[config.mk]
export PLATFORM = sky130hd
export DESIGN_NAME = stopwatch_core
export DESIGN_NICKNAME = d
export VERILOG_FILES = /design/src/rtl/stopwatch_core.sv
export SDC_FILE = /design/constraint.sdc
export NUM_CORES = 1
export LEC_CHECK = 0
export ABC_AREA = 0
export CAP_MARGIN = 10
export CORE_ASPECT_RATIO = 0.9
export CORE_UTILIZATION = 40
export CTS_BUF_LIST = sky130_fd_sc_hd__clkbuf_16
export CTS_CLUSTER_SIZE = 10
export DETAILED_ROUTE_END_ITERATION = 8
export PLACE_DENSITY = 0.62
export SYNTH_ARGS = -nofsm -noshare
export SYNTH_HDL_FRONTEND = slang
export SYNTH_SLANG_ARGS = --single-unit
[constraint.sdc]
create_clock -name clk -period 5.5 [get_ports clk]
set_input_delay 1.1 -clock clk [delete_from_list [all_inputs] [get_ports clk]]
set_output_delay 1.1 -clock clk [all_outputs]
set_load 0.005 [all_outputs]
[src/rtl/stopwatch_core.sv]
// MM:SS stopwatch: free-running tick dividers, BCD time registers with count/adjust
// modes, blink of the field under adjustment and a registered 4-digit display scan.
//
// state     | meaning
// ----------+-----------------------------------------------------------
// ST_COUNT  | sec ticks advance the time while running
// ST_ADJUST | adj ticks step the selected field, sec ticks ignored
module stopwatch_core #(
    parameter int unsigned SEC_DIV   = 100_000_000,
    parameter int unsigned ADJ_DIV   = 50_000_000,
    parameter int unsigned BLINK_DIV = 25_000_000,
    parameter int unsigned SCAN_DIV  = 100_000,
    parameter int unsigned MAX_MIN   = 59
) (
    input  logic       clk,
    input  logic       resett,
    input  logic       pause,
    input  logic       select,
    input  logic [1:0] adj,
    output logic [6:0] seven_seg_display,
    output logic [3:0] an
);

    localparam logic [0:0] ST_COUNT  = 1'b0;
    localparam logic [0:0] ST_ADJUST = 1'b1;

    localparam int unsigned SEC_W   = (SEC_DIV > 1)   ? $clog2(SEC_DIV)   : 1;
    localparam int unsigned ADJ_W   = (ADJ_DIV > 1)   ? $clog2(ADJ_DIV)   : 1;
    localparam int unsigned BLINK_W = (BLINK_DIV > 1) ? $clog2(BLINK_DIV) : 1;
    localparam int unsigned SCAN_W  = (SCAN_DIV > 1)  ? $clog2(SCAN_DIV)  : 1;

    localparam logic [3:0] MAX_T = 4'(MAX_MIN / 10);
    localparam logic [3:0] MAX_O = 4'(MAX_MIN % 10);

    logic [SEC_W-1:0]   sec_cnt_q, sec_cnt_d;
    logic [ADJ_W-1:0]   adj_cnt_q, adj_cnt_d;
    logic [BLINK_W-1:0] blink_cnt_q, blink_cnt_d;
    logic [SCAN_W-1:0]  scan_cnt_q, scan_cnt_d;
    logic               sec_tick, adj_tick, blink_tick, scan_tick;

    logic [0:0] state_q, state_d;
    logic       sel_q, dir_q;
    logic       pause_q, pause_prev_q, pause_rise;
    logic       running_q, running_d;
    logic       blink_q, blink_d;
    logic [1:0] scan_idx_q, scan_idx_d;

    logic [3:0] sec_o_q, sec_t_q, min_o_q, min_t_q;
    logic [3:0] sec_o_d, sec_t_d, min_o_d, min_t_d;

    logic [3:0] an_q, an_d;
    logic [6:0] seg_q, seg_d;
    logic [3:0] digit;
    logic       slot_is_sec;
    logic       blank;

    // Wraps to 00 once the limit is reached, so values never leave the field range.
    function automatic logic [7:0] bcd_inc(input logic [3:0] t, input logic [3:0] o,
                                           input logic [3:0] lt, input logic [3:0] lo);
        logic [7:0] r;
        if (t == lt && o == lo)  r = 8'h00;
        else if (o == 4'd9)      r = {t + 4'd1, 4'd0};
        else                     r = {t, o + 4'd1};
        return r;
    endfunction

    function automatic logic [7:0] bcd_dec(input logic [3:0] t, input logic [3:0] o,
                                           input logic [3:0] lt, input logic [3:0] lo);
        logic [7:0] r;
        if (t == 4'd0 && o == 4'd0)  r = {lt, lo};
        else if (o == 4'd0)          r = {t - 4'd1, 4'd9};
        else                         r = {t, o - 4'd1};
        return r;
    endfunction

    function automatic logic [6:0] seg_decode(input logic [3:0] d);
        logic [6:0] s;
        case (d)
            4'd0:    s = 7'h40;
            4'd1:    s = 7'h79;
            4'd2:    s = 7'h24;
            4'd3:    s = 7'h30;
            4'd4:    s = 7'h19;
            4'd5:    s = 7'h12;
            4'd6:    s = 7'h02;
            4'd7:    s = 7'h78;
            4'd8:    s = 7'h00;
            4'd9:    s = 7'h10;
            default: s = 7'h7F;
        endcase
        return s;
    endfunction

    assign sec_tick   = (sec_cnt_q   == SEC_W'(SEC_DIV - 1));
    assign adj_tick   = (adj_cnt_q   == ADJ_W'(ADJ_DIV - 1));
    assign blink_tick = (blink_cnt_q == BLINK_W'(BLINK_DIV - 1));
    assign scan_tick  = (scan_cnt_q  == SCAN_W'(SCAN_DIV - 1));

    always_comb begin
        sec_cnt_d   = sec_tick   ? '0 : sec_cnt_q   + 1'b1;
        adj_cnt_d   = adj_tick   ? '0 : adj_cnt_q   + 1'b1;
        blink_cnt_d = blink_tick ? '0 : blink_cnt_q + 1'b1;
        scan_cnt_d  = scan_tick  ? '0 : scan_cnt_q  + 1'b1;
    end

    // A tick landing on the same clock as a pause edge still sees the old running flag.
    assign pause_rise = pause_q & ~pause_prev_q;

    always_comb begin
        state_d    = adj[0] ? ST_ADJUST : ST_COUNT;
        running_d  = running_q ^ pause_rise;
        blink_d    = blink_q ^ blink_tick;
        scan_idx_d = scan_idx_q;
        if (scan_tick) scan_idx_d = scan_idx_q + 2'd1;
    end

    always_comb begin
        {sec_t_d, sec_o_d} = {sec_t_q, sec_o_q};
        {min_t_d, min_o_d} = {min_t_q, min_o_q};
        if (state_q == ST_COUNT) begin
            if (sec_tick && running_q) begin
                {sec_t_d, sec_o_d} = bcd_inc(sec_t_q, sec_o_q, 4'd5, 4'd9);
                if (sec_t_q == 4'd5 && sec_o_q == 4'd9)
                    {min_t_d, min_o_d} = bcd_inc(min_t_q, min_o_q, MAX_T, MAX_O);
            end
        end else if (adj_tick) begin
            if (sel_q)
                {sec_t_d, sec_o_d} = dir_q ? bcd_dec(sec_t_q, sec_o_q, 4'd5, 4'd9)
                                           : bcd_inc(sec_t_q, sec_o_q, 4'd5, 4'd9);
            else
                {min_t_d, min_o_d} = dir_q ? bcd_dec(min_t_q, min_o_q, MAX_T, MAX_O)
                                           : bcd_inc(min_t_q, min_o_q, MAX_T, MAX_O);
        end
    end

    always_comb begin
        digit       = sec_o_q;
        an_d        = 4'b1110;
        slot_is_sec = 1'b1;
        case (scan_idx_q)
            2'd0: begin digit = sec_o_q; an_d = 4'b1110; slot_is_sec = 1'b1; end
            2'd1: begin digit = sec_t_q; an_d = 4'b1101; slot_is_sec = 1'b1; end
            2'd2: begin digit = min_o_q; an_d = 4'b1011; slot_is_sec = 1'b0; end
            default: begin digit = min_t_q; an_d = 4'b0111; slot_is_sec = 1'b0; end
        endcase
        // Anode keeps strobing a blanked digit so the scan timing never changes.
        blank = (state_q == ST_ADJUST) && blink_q && (slot_is_sec == sel_q);
        seg_d = blank ? 7'h7F : seg_decode(digit);
    end

    always_ff @(posedge clk or posedge resett) begin
        if (resett) begin
            sec_cnt_q    <= '0;
            adj_cnt_q    <= '0;
            blink_cnt_q  <= '0;
            scan_cnt_q   <= '0;
            state_q      <= ST_COUNT;
            sel_q        <= 1'b0;
            dir_q        <= 1'b0;
            pause_q      <= 1'b0;
            pause_prev_q <= 1'b0;
            running_q    <= 1'b1;
            blink_q      <= 1'b0;
            scan_idx_q   <= 2'd0;
            sec_o_q      <= 4'd0;
            sec_t_q      <= 4'd0;
            min_o_q      <= 4'd0;
            min_t_q      <= 4'd0;
            an_q         <= 4'b1111;
            seg_q        <= 7'h7F;
        end else begin
            sec_cnt_q    <= sec_cnt_d;
            adj_cnt_q    <= adj_cnt_d;
            blink_cnt_q  <= blink_cnt_d;
            scan_cnt_q   <= scan_cnt_d;
            state_q      <= state_d;
            sel_q        <= select;
            dir_q        <= adj[1];
            pause_q      <= pause;
            pause_prev_q <= pause_q;
            running_q    <= running_d;
            blink_q      <= blink_d;
            scan_idx_q   <= scan_idx_d;
            sec_o_q      <= sec_o_d;
            sec_t_q      <= sec_t_d;
            min_o_q      <= min_o_d;
            min_t_q      <= min_t_d;
            an_q         <= an_d;
            seg_q        <= seg_d;
        end
    end

    assign seven_seg_display = seg_q;
    assign an                = an_q;

endmodule
# Word-level counts from Yosys, hierarchy flattened
# Memory sizes are Yosys's and may differ from the RTL's.
# Cells that the tools add are included.
dict set report totals {
  mem_bits_ro 112
  mem_count 1
  input_bits 6
  regBits 131
}
dict set report classes {
  add_sub_neg 13
  reduce_logical 19
  n_bitwise 4
  muxes 37
  n_eq_ne 16
}
# memory words width read_ports rd_clocked_by_memory_dff write_ports line
set mem_list {}
lappend mem_list {{(no name shown)} 16 7 1 0 0 78} ;# case (d)
# cell n
set op_table {}
lappend op_table {{2-to-1 mux 8 bit} 10}
lappend op_table {{2-to-1 mux 4 bit} 18}
lappend op_table {{adder 27 x 1 -> 27 bit, second input constant} 1}
lappend op_table {{equality test 27 bit, second input constant} 1}
lappend op_table {{2-to-1 mux 27 bit} 1}
lappend op_table {{adder 26 x 1 -> 26 bit, second input constant} 1}
lappend op_table {{equality test 26 bit, second input constant} 1}
lappend op_table {{2-to-1 mux 26 bit} 1}
lappend op_table {{adder 25 x 1 -> 25 bit, second input constant} 1}
lappend op_table {{equality test 25 bit, second input constant} 1}
lappend op_table {{2-to-1 mux 25 bit} 1}
lappend op_table {{one-hot mux 4 bit (3 select lines)} 2}
lappend op_table {{adder 17 x 1 -> 17 bit, second input constant} 1}
lappend op_table {{equality test 17 bit, second input constant} 1}
lappend op_table {{2-to-1 mux 17 bit} 1}
lappend op_table {{adder 4 x 1 -> 4 bit, second input constant} 4}
lappend op_table {{zero test 4 bit} 4}
lappend op_table {{subtractor 4 x 1 -> 4 bit, second input constant} 4}
lappend op_table {{equality test 4 x 3 -> 1 bit, second input constant} 2}
lappend op_table {{equality test 4 bit, second input constant} 2}
lappend op_table {{!= test 4 x 2 -> 1 bit, second input constant} 2}
lappend op_table {{AND reduction 4 bit} 2}
lappend op_table {{logical AND 1 bit} 7}
lappend op_table {{2-to-1 mux 7 bit} 1}
lappend op_table {{other kinds (15)} 19}

# Longest topological paths before layout
# Gate-level depths: netlist of the first run.
dict set report depth {
  ltp_word 7
  depth_mapped 8
  ltp_nobuf 8
}

# Least setup slack after synthesis of the first run
# Ideal clock, no wire load.
dict set report synth_path {
  path_type {register to register}
  startpoint {register min_o_q[0]}
  endpoint {register min_t_q[0]}
  n_path_buf 1
  path_stages_with_launch 9
  setup_time_ns 0.119
  period_less_slack_ns 2.261
  path_slack_ns 3.239
  t_arrival_ns 2.142
  required_ns 5.381
  path_cell_list {dfrtp_1 clkbuf_1 inv_1 ha_1 nor3b_1 o21ai_0 or4_4 a211oi_1 o21ba_1}
}
dict set report synth_between {
  elab_chain_cells 7
  word_cells_on_any_way 15
}
# element line
set synth_rtl {}
lappend synth_rtl {{start: declaration} 48} ;# logic [3:0] sec_o_q, sec_t_q, min_o_q, min_t_q;
lappend synth_rtl {{start signal: assignment} 186} ;# min_o_q <= min_o_d;
lappend synth_rtl {{equality test 4 bit / zero test 4 bit (equally long branches)} --}
lappend synth_rtl {{2-to-1 mux 8 bit (tied with other cells)} --}
lappend synth_rtl {{2-to-1 mux 8 bit, on equally long branches} {61, 70}}
lappend synth_rtl {{2-to-1 mux 8 bit} 131} ;# {min_t_d, min_o_d} = dir_q ? bcd_dec(min_t_q, min_o_q, MAX_T, MAX_O)
lappend synth_rtl {{2-to-1 mux 4 bit} 127} ;# if (sel_q)
lappend synth_rtl {{2-to-1 mux 4 bit} 126} ;# end else if (adj_tick) begin
lappend synth_rtl {{2-to-1 mux 4 bit} 120} ;# if (state_q == ST_COUNT) begin
lappend synth_rtl {{end signal: assignment} 187} ;# min_t_q <= min_t_d;
lappend synth_rtl {{end: declaration} 48}
# Several ways; a longest one is shown, not always the timed one. The select of a mux whose other input is x is not followed.
# A chain may end at the register's enable or synchronous reset.

# Worst setup path after layout of the first run
dict set report layout_path {
  startpoint {register an_q[1] (netlist: an[1])}
  endpoint {output port an[1]}
}
# element line
set layout_lines {}
lappend layout_lines {{start: declaration} 51} ;# logic [3:0] an_q, an_d;
lappend layout_lines {{start signal: assignment} 188} ;# an_q <= an_d;
lappend layout_lines {{end: declaration} 21} ;# output logic [3:0] an
# No word-level cell between the ends.

==> results.py, run 1 <==
metrics = {
    "clock_tree": {
        "cts_root_buffer": "clkbuf_16",
        "cts_tree": "done",
        "clock_latency_ns": 0.42,
        "numClockSinks": 131,
        "cts.repair.resized": 0,
        "clkTransAtPathRegs_ns": 0.06,
        "cts_hold_buf": 0,
        "numCtsBuffers": 17,
        "htreeDepth": 4,
        "cts_buffer_depth": 2,
        "post_cts_buffers": 0,
    },
    "placement": {
        "numPortBuffers": 16,
        "place.gp.congestion": 0.880,
        "placed_cells": 958,
        "hpwl_um": 10300,
    },
    "routing": {
        "ant_nets": 0,
        "first_pass_iters": 7,
        "wirelength_um": 14700,
        "drcViolationCount": 0,
        "drt_iter0_markers": 392,
        "via_per_inst": 5.43,
        "via_count": 5382,
        "wl_per_cell_um": 14.8,
    },
    "worst_setup_path": {
        "worst_r2r_endpoint": "min_t_q[0]$_DFFE_PP0P_",
        "crit_family": "flip-flops",
        "cp_max_fo": 1,
        "worstSetupStartpoint": "an[1]$_DFF_PP1_",
        "path_cells": "clkdlybuf4s50_1",
        "end_kind": "output pin",
        "max_stage_delay_ns": 0.52,
        "reg2reg_setup_slack_ns": 2.98,
        "start_kind": "flip-flop",
        "crit_slowest_cell": "dfstp_2",
        "critical_path_depth": 1,
        "cp_num_buf_inv": 1,
        "cp.required_ns": 4.40,
        "path_class": "flip-flop to output pin",
        "r2r_start": "min_o_q[0]$_DFFE_PP0P_",
        "cp.arrival_ns": 1.43,
        "reg2reg_depth": 7,
    },
    "layout": {
        "stdcell_count": 991,
        "nNetsFinal": 772,
        "n_antenna_cell": 0,
        "drive_gt1_frac": 0.0926,
        "utilization": 0.470,
        "syn_to_final_growth_pct": 13.8,
    },
    "grt": {
        "grt_start_max_net_pins": 76,
        "track_usage": 0.174,
        "antenna_found_initial": 0,
        "grt_pass1_vias": 5237,
        "grt_pass1_wl_um": 25000,
        "grt_remaining_overflow": 0,
    },
    "hold_path": {
        "min_from": "pause_q$_DFF_PP0_",
        "hold_class": "flip-flop to flip-flop",
        "min_to": "pause_prev_q$_DFF_PP0_",
        "whs_path_depth": 0,
    },
    "outcome": {
        "outcome": "completed",
    },
    "power_and_ir_drop": {
        "ir_drop_mv": 0.201,
        "p_leak_nw": 3.45,
        "powerDensity_nw_per_um2": 265,
    },
    "yosys": {
        "synthFlopType": "dfrtp_1",
        "synth_compound_area_frac": 0.0805,
        "ys_seq_elements": 131,
        "synth_xor_area_frac": 0.106,
        "synth.top_cell.area_share": 0.423,
        "seq_area_frac_synth": 0.468,
        "synth-adder-area-share": 0.0409,
        "yosysTopAreaCell": "dfrtp_1",
        "synth_common_cells": "dfrtp_1, nor2_1, nand2_1",
        "synth.avg_cell_area_um2": 9.74,
        "ys_types": 64,
        "syn_inst": 723,
        "syn-num-nets": 752,
        "syn_area_um2": 7040,
        "synth.most_common_cell": "dfrtp_1",
        "synth_top_family_by_area": "simple AND/OR/NAND/NOR gates",
        "synth_warnings": 0,
        "muxShareOfSynthArea": 0.0206,
        "ys_top_cells_by_area": "dfrtp_1, xor2_1, xnor2_1, nor2_1, dfstp_2",
        "synth-simple-area-share": 0.258,
        "synthArstFlopShare": 1.00,
        "synth_edf_count": 0,
    },
    "flow_run": {
        "max_cap_viol_count": 0,
    },
    "die": {
        "fp.dieArea_um2": 18100,
        "die_x_um": 142,
        "core_um2": 17100,
        "initial_utilization": 0.413,
        "num_io_pins": 17,
        "die_y_um": 128,
        "rows": 45,
    },
    "sta": {
        "rsz0062_at_grt": "false",
        "fin_crit_ns": 2.53,
        "finalSetupViolCount": 0,
        "fin_crit_sh": 0.460,
        "finalMaxSlewViolations": 0,
        "hold_ws_ns": 0.378,
        "slew_headroom": 0.346,
        "hold_violations": 0,
        "fin_tns_setup_ns": 0,
        "clock_skew_ns": 0.0142,
        "clock.fmax_ghz": 0.395,
        "worstMarginPinSlew_ns": 0.977,
    },
}
where the power goes:
| group | internal [mW] | total, mW | switching (mW) |
|---|---|---|---|
| Clock | 0.614 | 1.04 | 0.426 |
| Combinational | 0.0315 | 0.0894 | 0.0579 |
| Sequential | 0.977 | 0.996 | 0.0194 |
registers in the layout, indices dropped and copies added (netlist names):
name and cells:
sec_o_q 4, state_q 1, min_t_q 4, sel_q 1
seven_seg_display 7, running_q 1, pause_q 1, scan_cnt_q 17
blink_cnt_q 25, min_o_q 4, pause_prev_q 1, scan_idx_q 2
adj_cnt_q 26, sec_t_q 4, an 4, dir_q 1
sec_cnt_q 27, blink_q 1
how the worst max path moves through the flow:
stage	end	slack (ns)
final	an[1]	2.97
after global routing	min_t_q[0]$_DFFE_PP0P_	2.79
after CTS	an[0]	2.93
after detailed placement	seven_seg_display[5]$_DFF_PP1_	2.98
after global placement	seven_seg_display[5]$_DFF_PP1_	3.00
after floorplan	adj_cnt_q[0]$_DFF_PP0_	0.92
layout make-up:
cell class              count  area [um2]
repair buffers             20         200
clock buffers              17         425
clock inverters            15         119
inverters                  30         115
fillers                  1566        9050
flip-flops and latches    131        3290
well taps                 235         294
multi-input cells         543        3560
routing by layer:
metal	up-vias	global-route usage	share of wire
li1	2625	-	-
met1	2570	0.237	0.49
met2	159	0.269	0.46
met3	28	0.0366	0.045
met4	0	0.0689	0.013
met5	-	0	0
cells in the final DEF (no fill, tap or decap), drive strengths merged, types with 11 or more instances in the layout:
cell type and n:
dfrtp 119, nor2 88, nand2 54, nand3 48
xor2 43, xnor2 42, nand4 31, inv 29
o21ai 25, ha 23, nor3 21, clkbuf 18
clkdlybuf4s50 16, a21oi 15, and3 14, nor4 13
dfstp 12, clkinv 12, or3 11, nor4b 11
per-stage QoR:
step	setup slack (ns)	total power, mW	area [um2]
after global routing	2.79	2.20	8010
final	2.97	2.13	8010
after detailed placement	2.98	1.10	7460
after floorplan	0.922	1.07	7040
after global placement	3.00	1.10	7460
after CTS	2.93	2.15	8010
logic make-up (layout without fill, tap and decap cells):
| group | Yosys count | after routing |
|---|---|---|
| AOI/OAI and AO/OA | 85 | 85 |
| xor gates and xnor gates | 85 | 85 |
| adders and majority gates | 23 | 23 |
| buffers and inverters | 49 | 82 |
| DFF | 131 | 131 |
| muxes | 14 | 14 |
| and+or+nand+nor | 336 | 336 |
No activity file was read; power rests on OpenSTA's default activity.
==> inputs of run 2 (changes only) <==
clock period = 2.34 ns   (was 5.5 ns; I/O delays follow)
==> run 2 against run 1 <==
Routed wire length increased by 2.7%. First-iteration DRC count increased by 39%. Combinational power increased to 3.0 times the previous value. Register-to-register slack got worse by 2.9 ns. Flip-flop and latch count unchanged. Critical path type is now flip-flop to flip-flop. Largest cell class unchanged. Largest power group unchanged.
==> results.py, run 2 (synthesis gave the netlist of run 1 again) <==
metrics = {
    "hold_path": {
        "hold_class": "flip-flop to flip-flop",
        "whs_path_depth": 0,
    },
    "die": {
        "rows": 45,
        "die_x_um": 142,
        "core_um2": 17100,
        "die_y_um": 128,
        "num_io_pins": 17,
        "initial_utilization": 0.413,
        "fp.dieArea_um2": 18100,
    },
    "worst_setup_path": {
        "cp.required_ns": 2.63,
        "reg2reg_depth": 7,
        "start_kind": "flip-flop",
        "max_stage_delay_ns": 0.49,
        "cp_max_fo": 5,
        "cp.arrival_ns": 2.56,
        "path_class": "flip-flop to flip-flop",
        "crit_slowest_cell": "or4_4",
        "end_kind": "flip-flop",
        "path_cells": "inv_1, ha_1, nor3b_1, o21ai_0, or4_4, a221oi_2, mux2i_1",
    },
    "outcome": {
        "outcome": "completed",
    },
    "clock_tree": {
        "htreeDepth": 4,
        "cts_tree": "done",
        "numCtsBuffers": 17,
        "cts_hold_buf": 0,
        "numClockSinks": 131,
        "clock_latency_ns": 0.42,
        "cts_root_buffer": "clkbuf_16",
        "cts_buffer_depth": 2,
        "clkTransAtPathRegs_ns": 0.06,
    },
    "sta": {
        "slew_headroom": 0.516,
        "worstMarginPinSlew_ns": 0.705,
        "fin_tns_setup_ns": 0,
        "clock.fmax_ghz": 0.441,
        "hold_violations": 0,
        "finalSetupViolCount": 0,
        "clock_skew_ns": 0.00676,
        "fin_crit_ns": 2.27,
        "fin_crit_sh": 0.968,
        "finalMaxSlewViolations": 0,
        "rsz0062_at_grt": "false",
    },
    "routing": {
        "wl_per_cell_um": 14.8,
        "ant_nets": 0,
        "via_count": 5492,
        "first_pass_iters": 5,
        "drt_iter0_markers": 546,
        "via_per_inst": 5.41,
        "drcViolationCount": 0,
        "wirelength_um": 15100,
    },
    "layout": {
        "reg_top3": "sec_cnt_q (27), adj_cnt_q (26), blink_cnt_q (25)",
        "seq_area_um2": 3290,
        "n_antenna_cell": 0,
        "syn_to_final_growth_pct": 18.6,
        "layout_common_cells": "dfrtp_1, nor2_1, nand2_1, nand3_1, xor2_1",
        "final_common_cell": "dfrtp_1",
        "multiInputGateArea_um2": 3590,
        "largest_register_ff_count": 27,
        "drive_gt1_frac": 0.132,
        "fill_cells": 1542,
        "nNetsFinal": 796,
        "regMostFlops": "sec_cnt_q",
        "fin_area_um2": 8350,
    },
    "placement": {
        "place.gp.congestion": 0.899,
        "hpwl_um": 10400,
        "place_area_um2": 7650,
        "numPortBuffers": 16,
    },
    "grt": {
        "grt_start_max_net_pins": 75,
        "grt_pass1_wl_um": 25900,
        "grt_remaining_overflow": 0,
        "grt_pass1_vias": 5338,
        "antenna_found_initial": 0,
        "track_usage": 0.180,
    },
    "power_and_ir_drop": {
        "p_leak_nw": 3.62,
        "ir_drop_mv": 0.449,
        "powerDensity_nw_per_um2": 670,
    },
    "flow_run": {
        "max_cap_viol_count": 0,
    },
}
[run 2: cell count changes in the layout (fill, tap and decap cells not counted), moves of 2 or more]
cell	previous run	this run
bufinv_16	1	6
inv_6	0	2
buf_4	2	26
ha_1	23	19
clkinv_4	4	0
ha_2	0	4
[run 2: metrics by stage]
step	util	cells	hold WS (ns)	power [mW]	setup WS, ns
after floorplan	-	723	0.355	2.53	0.0794
after global placement	0.448	981	0.373	2.62	0.178
after detailed placement	0.448	981	0.381	2.62	0.111
after CTS	0.487	1013	0.394	5.66	0.0706
after global routing	0.489	1015	0.405	5.79	0.000738
final	0.489	1015	0.386	5.59	0.0741
[run 2: path summary, 6_finish.rpt]
path,start,to,slack (ns)
max in group asynchronous,resett,seven_seg_display[3]$_DFF_PP1_,1.45
hold reg to reg,pause_q$_DFF_PP0_,pause_prev_q$_DFF_PP0_,0.39
hold / removal,pause_q$_DFF_PP0_,pause_prev_q$_DFF_PP0_,0.39
setup / recovery,min_o_q[1]$_DFFE_PP0P_,min_t_q[2]$_DFFE_PP0P_,0.07
min in group asynchronous,resett,adj_cnt_q[14]$_DFF_PP0_,0.52
setup reg to reg,min_o_q[1]$_DFFE_PP0P_,min_t_q[2]$_DFFE_PP0P_,0.07
[run 2: area by class of cell]
cell class                 count  area share
multi-input combinational    543       0.430
tap                          235      0.0352
clock inverter                15      0.0282
sequential                   131       0.394
clock buffer                  17      0.0509
timing repair buffer          44      0.0473
inverter                      30      0.0139
[run 2: metal layers]
layer,track usage,part of all wire,up-vias,routed length (um)
li1,-,-,2656,-
met1,0.248,0.49,2691,7330
met2,0.278,0.46,124,6940
met3,0.0433,0.039,21,585
met4,0.0582,0.013,0,203
met5,0,0,-,0
[run 2: critical path, delay by kind of cell (launching register included)]
kind | cells | cell delay [ns]
buffers and inverters | 1 | 0.14
adders and majority gates | 1 | 0.26
AOI/OAI and AO/OA | 2 | 0.43
DFF | 1 | 0.42
and+or+nand+nor | 2 | 0.77
muxes | 1 | 0.11
[run 2: what timing repair did]
item,4_1_cts,5_1_grt
setup endpoints to repair,0,14
buffers inserted,0,2
gates resized for setup,0,8
hold endpoints to repair,0,0
[run 2: report_power, final]
group / internal, mW / total, mW / switching, mW / leakage, nW
Clock: 1.99 / 3.00 / 1.02 / 0.319
Sequential: 2.30 / 2.32 / 0.0216 / 1.72
Combinational: 0.101 / 0.272 / 0.171 / 1.58
Total: 4.39 / 5.59 / 1.21 / 3.62
==> inputs of run 3 (changes only) <==
CORE_ASPECT_RATIO = default   (was 0.9)
==> run 3 against run 2 <==
Core utilization shrank 0.49 points. Final cell count is essentially flat. First-iteration DRC count shrank 37%. Clock-buffer cell count is the same. Cell area is essentially flat. Sequential share of layout area is essentially flat. Clock power shrank 9.7%. Routed wire length grew 0.29%. Combinational power grew 1%. Flip-flop and latch count is the same. Die area is essentially flat. Largest power group unchanged. Critical path type unchanged. Sequential power is essentially flat.
==> results.py, run 3 (synthesis gave the netlist of run 1 again) <==
metrics = {
    "sta": {
        "fin_crit_ns": 2.20,
        "clock.fmax_ghz": 0.455,
        "worstMarginPinSlew_ns": 0.568,
        "finalMaxSlewViolations": 0,
        "fin_crit_sh": 0.940,
        "finalSetupViolCount": 0,
        "rsz0062_at_grt": "false",
        "hold_violations": 0,
        "slew_headroom": 0.618,
        "clock_skew_ns": 0.00736,
        "fin_tns_setup_ns": 0,
    },
    "power_and_ir_drop": {
        "powerDensity_nw_per_um2": 635,
        "ir_drop_mv": 0.497,
        "p_leak_nw": 3.65,
    },
    "routing": {
        "via_count": 5555,
        "wirelength_um": 15100,
        "via_per_inst": 5.48,
        "ant_nets": 0,
        "wl_per_cell_um": 14.9,
        "drt_iter0_markers": 342,
        "first_pass_iters": 5,
        "drcViolationCount": 0,
    },
    "worst_setup_path": {
        "worst_r2r_endpoint": "sec_t_q[2]$_DFFE_PP0P_",
        "crit_slowest_cell": "or3b_2",
        "reg2reg_depth": 7,
        "end_kind": "flip-flop",
        "cp.arrival_ns": 2.50,
        "start_kind": "flip-flop",
        "r2r_start": "sec_o_q[0]$_DFFE_PP0P_",
        "path_cells": "inv_1, ha_1, or3b_2, a21oi_1, and3_1, o221ai_1, mux2_2",
        "cp_max_fo": 6,
        "max_stage_delay_ns": 0.50,
        "cp.required_ns": 2.64,
        "path_class": "flip-flop to flip-flop",
        "reg2reg_setup_slack_ns": 0.14,
    },
    "die": {
        "initial_utilization": 0.409,
        "core_um2": 17200,
        "fp.dieArea_um2": 18100,
        "die_y_um": 135,
        "num_io_pins": 17,
        "rows": 48,
        "die_x_um": 135,
    },
    "layout": {
        "n_antenna_cell": 0,
        "nNetsFinal": 805,
        "largest_register_ff_count": 27,
        "reg_top3": "sec_cnt_q (27), adj_cnt_q (26), blink_cnt_q (25)",
        "syn_to_final_growth_pct": 18.6,
        "regMostFlops": "sec_cnt_q",
        "layout_common_cells": "dfrtp_1, nor2_1, nand2_1, nand3_1, xor2_1",
        "final_common_cell": "dfrtp_1",
        "drive_gt1_frac": 0.133,
        "fill_cells": 1544,
        "fin_area_um2": 8350,
        "stdcell_count": 1014,
    },
    "placement": {
        "numPortBuffers": 16,
        "place_area_um2": 7680,
        "placed_cells": 976,
        "place.gp.congestion": 0.889,
        "hpwl_um": 10900,
    },
    "grt": {
        "grt_remaining_overflow": 0,
        "busiest_layer": "met2",
        "grt_pass1_vias": 5559,
        "grt_pass1_wl_um": 26000,
        "met1_usage": 0.234,
        "use_met2": 0.289,
        "track_usage": 0.179,
        "grt_use_met3": 0.0443,
        "antenna_found_initial": 0,
        "grt_start_max_net_pins": 28,
    },
    "outcome": {
        "outcome": "completed",
    },
    "clock_tree": {
        "clock_latency_ns": 0.42,
        "clkTransAtPathRegs_ns": 0.05,
        "numCtsBuffers": 17,
        "cts_buffer_depth": 2,
        "htreeDepth": 4,
        "numClockSinks": 131,
        "cts_hold_buf": 0,
        "cts_tree": "done",
        "cts_root_buffer": "clkbuf_16",
    },
    "hold_path": {
        "min_to": "pause_prev_q$_DFF_PP0_",
        "whs_path_depth": 0,
        "hold_class": "flip-flop to flip-flop",
        "min_from": "pause_q$_DFF_PP0_",
    },
    "flow_run": {
        "max_cap_viol_count": 0,
    },
}
## run 3: cell count changes in the layout (fill, tap and decap cells not counted), moves of 2 or more
cell	previous run	this run
inv_1	28	30
ha_1	19	22
bufinv_16	6	4
ha_2	4	1
clkinv_1	3	5
inv_6	2	0
buf_4	26	34
## run 3: repair_timing
action / in CTS / in global routing
gates resized for setup: 0 / 6
endpoints found under the setup margin: 0 / 7
setup buffers: 0 / 6
## run 3: layout make-up
class	count	area [um2]	share of cell area
clock buffers	17	425	0.0509
inverters	30	116	0.0139
clock inverters	15	174	0.0208
repair buffers	53	475	0.0569
multi-input cells	543	3590	0.429
flip-flops and latches	131	3290	0.394
well taps	225	282	0.0337
## run 3: critical path, delay by kind of cell, from the launching register on
kind            cells  cell delay [ns]
compound gates      2             0.34
fa+ha+maj           1             0.26
buf+inv             1             0.11
flops               1             0.37
mux                 1             0.28
simple gates        2             0.72
## run 3: how the worst max path moves through the flow
stage                                         start                        endpoint  cells after the start
final                        sec_o_q[0]$_DFFE_PP0P_          sec_t_q[2]$_DFFE_PP0P_                      7
after CTS                 scan_idx_q[0]$_DFFE_PP0N_  seven_seg_display[0]$_DFF_PP1_                      7
after detailed placement  scan_idx_q[0]$_DFFE_PP0N_  seven_seg_display[0]$_DFF_PP1_                      7
after floorplan              min_o_q[0]$_DFFE_PP0P_          min_t_q[0]$_DFFE_PP0P_                      8
after global placement       sec_o_q[0]$_DFFE_PP0P_          sec_t_q[2]$_DFFE_PP0P_                      7
after global routing        adj_cnt_q[18]$_DFF_PP0_          min_t_q[2]$_DFFE_PP0P_                      5
## run 3: routing by layer
metal  wire length (um)  part of all wire
met1               7110              0.47
met2               7280              0.48
met3                577             0.038
met4                131            0.0087
met5                  0                 0
## run 3: power by group
| part | switching (mW) | internal (mW) |
|---|---|---|
| registers | 0.0248 | 2.30 |
| clock network | 0.956 | 1.75 |
| logic | 0.166 | 0.110 |
| total | 1.15 | 4.16 |
## run 3: through the flow
step / power [mW] / utilization / setup WS, ns / hold WS [ns]
6_report: 5.31 / 0.485 / 0.141 / 0.382
5_1_grt: 5.50 / 0.485 / 0.00498 / 0.416
4_1_cts: 5.37 / 0.481 / 0.0849 / 0.384
3_5_place_dp: 2.63 / 0.446 / 0.102 / 0.371
3_3_place_gp: 2.63 / 0.446 / 0.155 / 0.364
2_1_floorplan: 2.53 / - / 0.0794 / 0.355
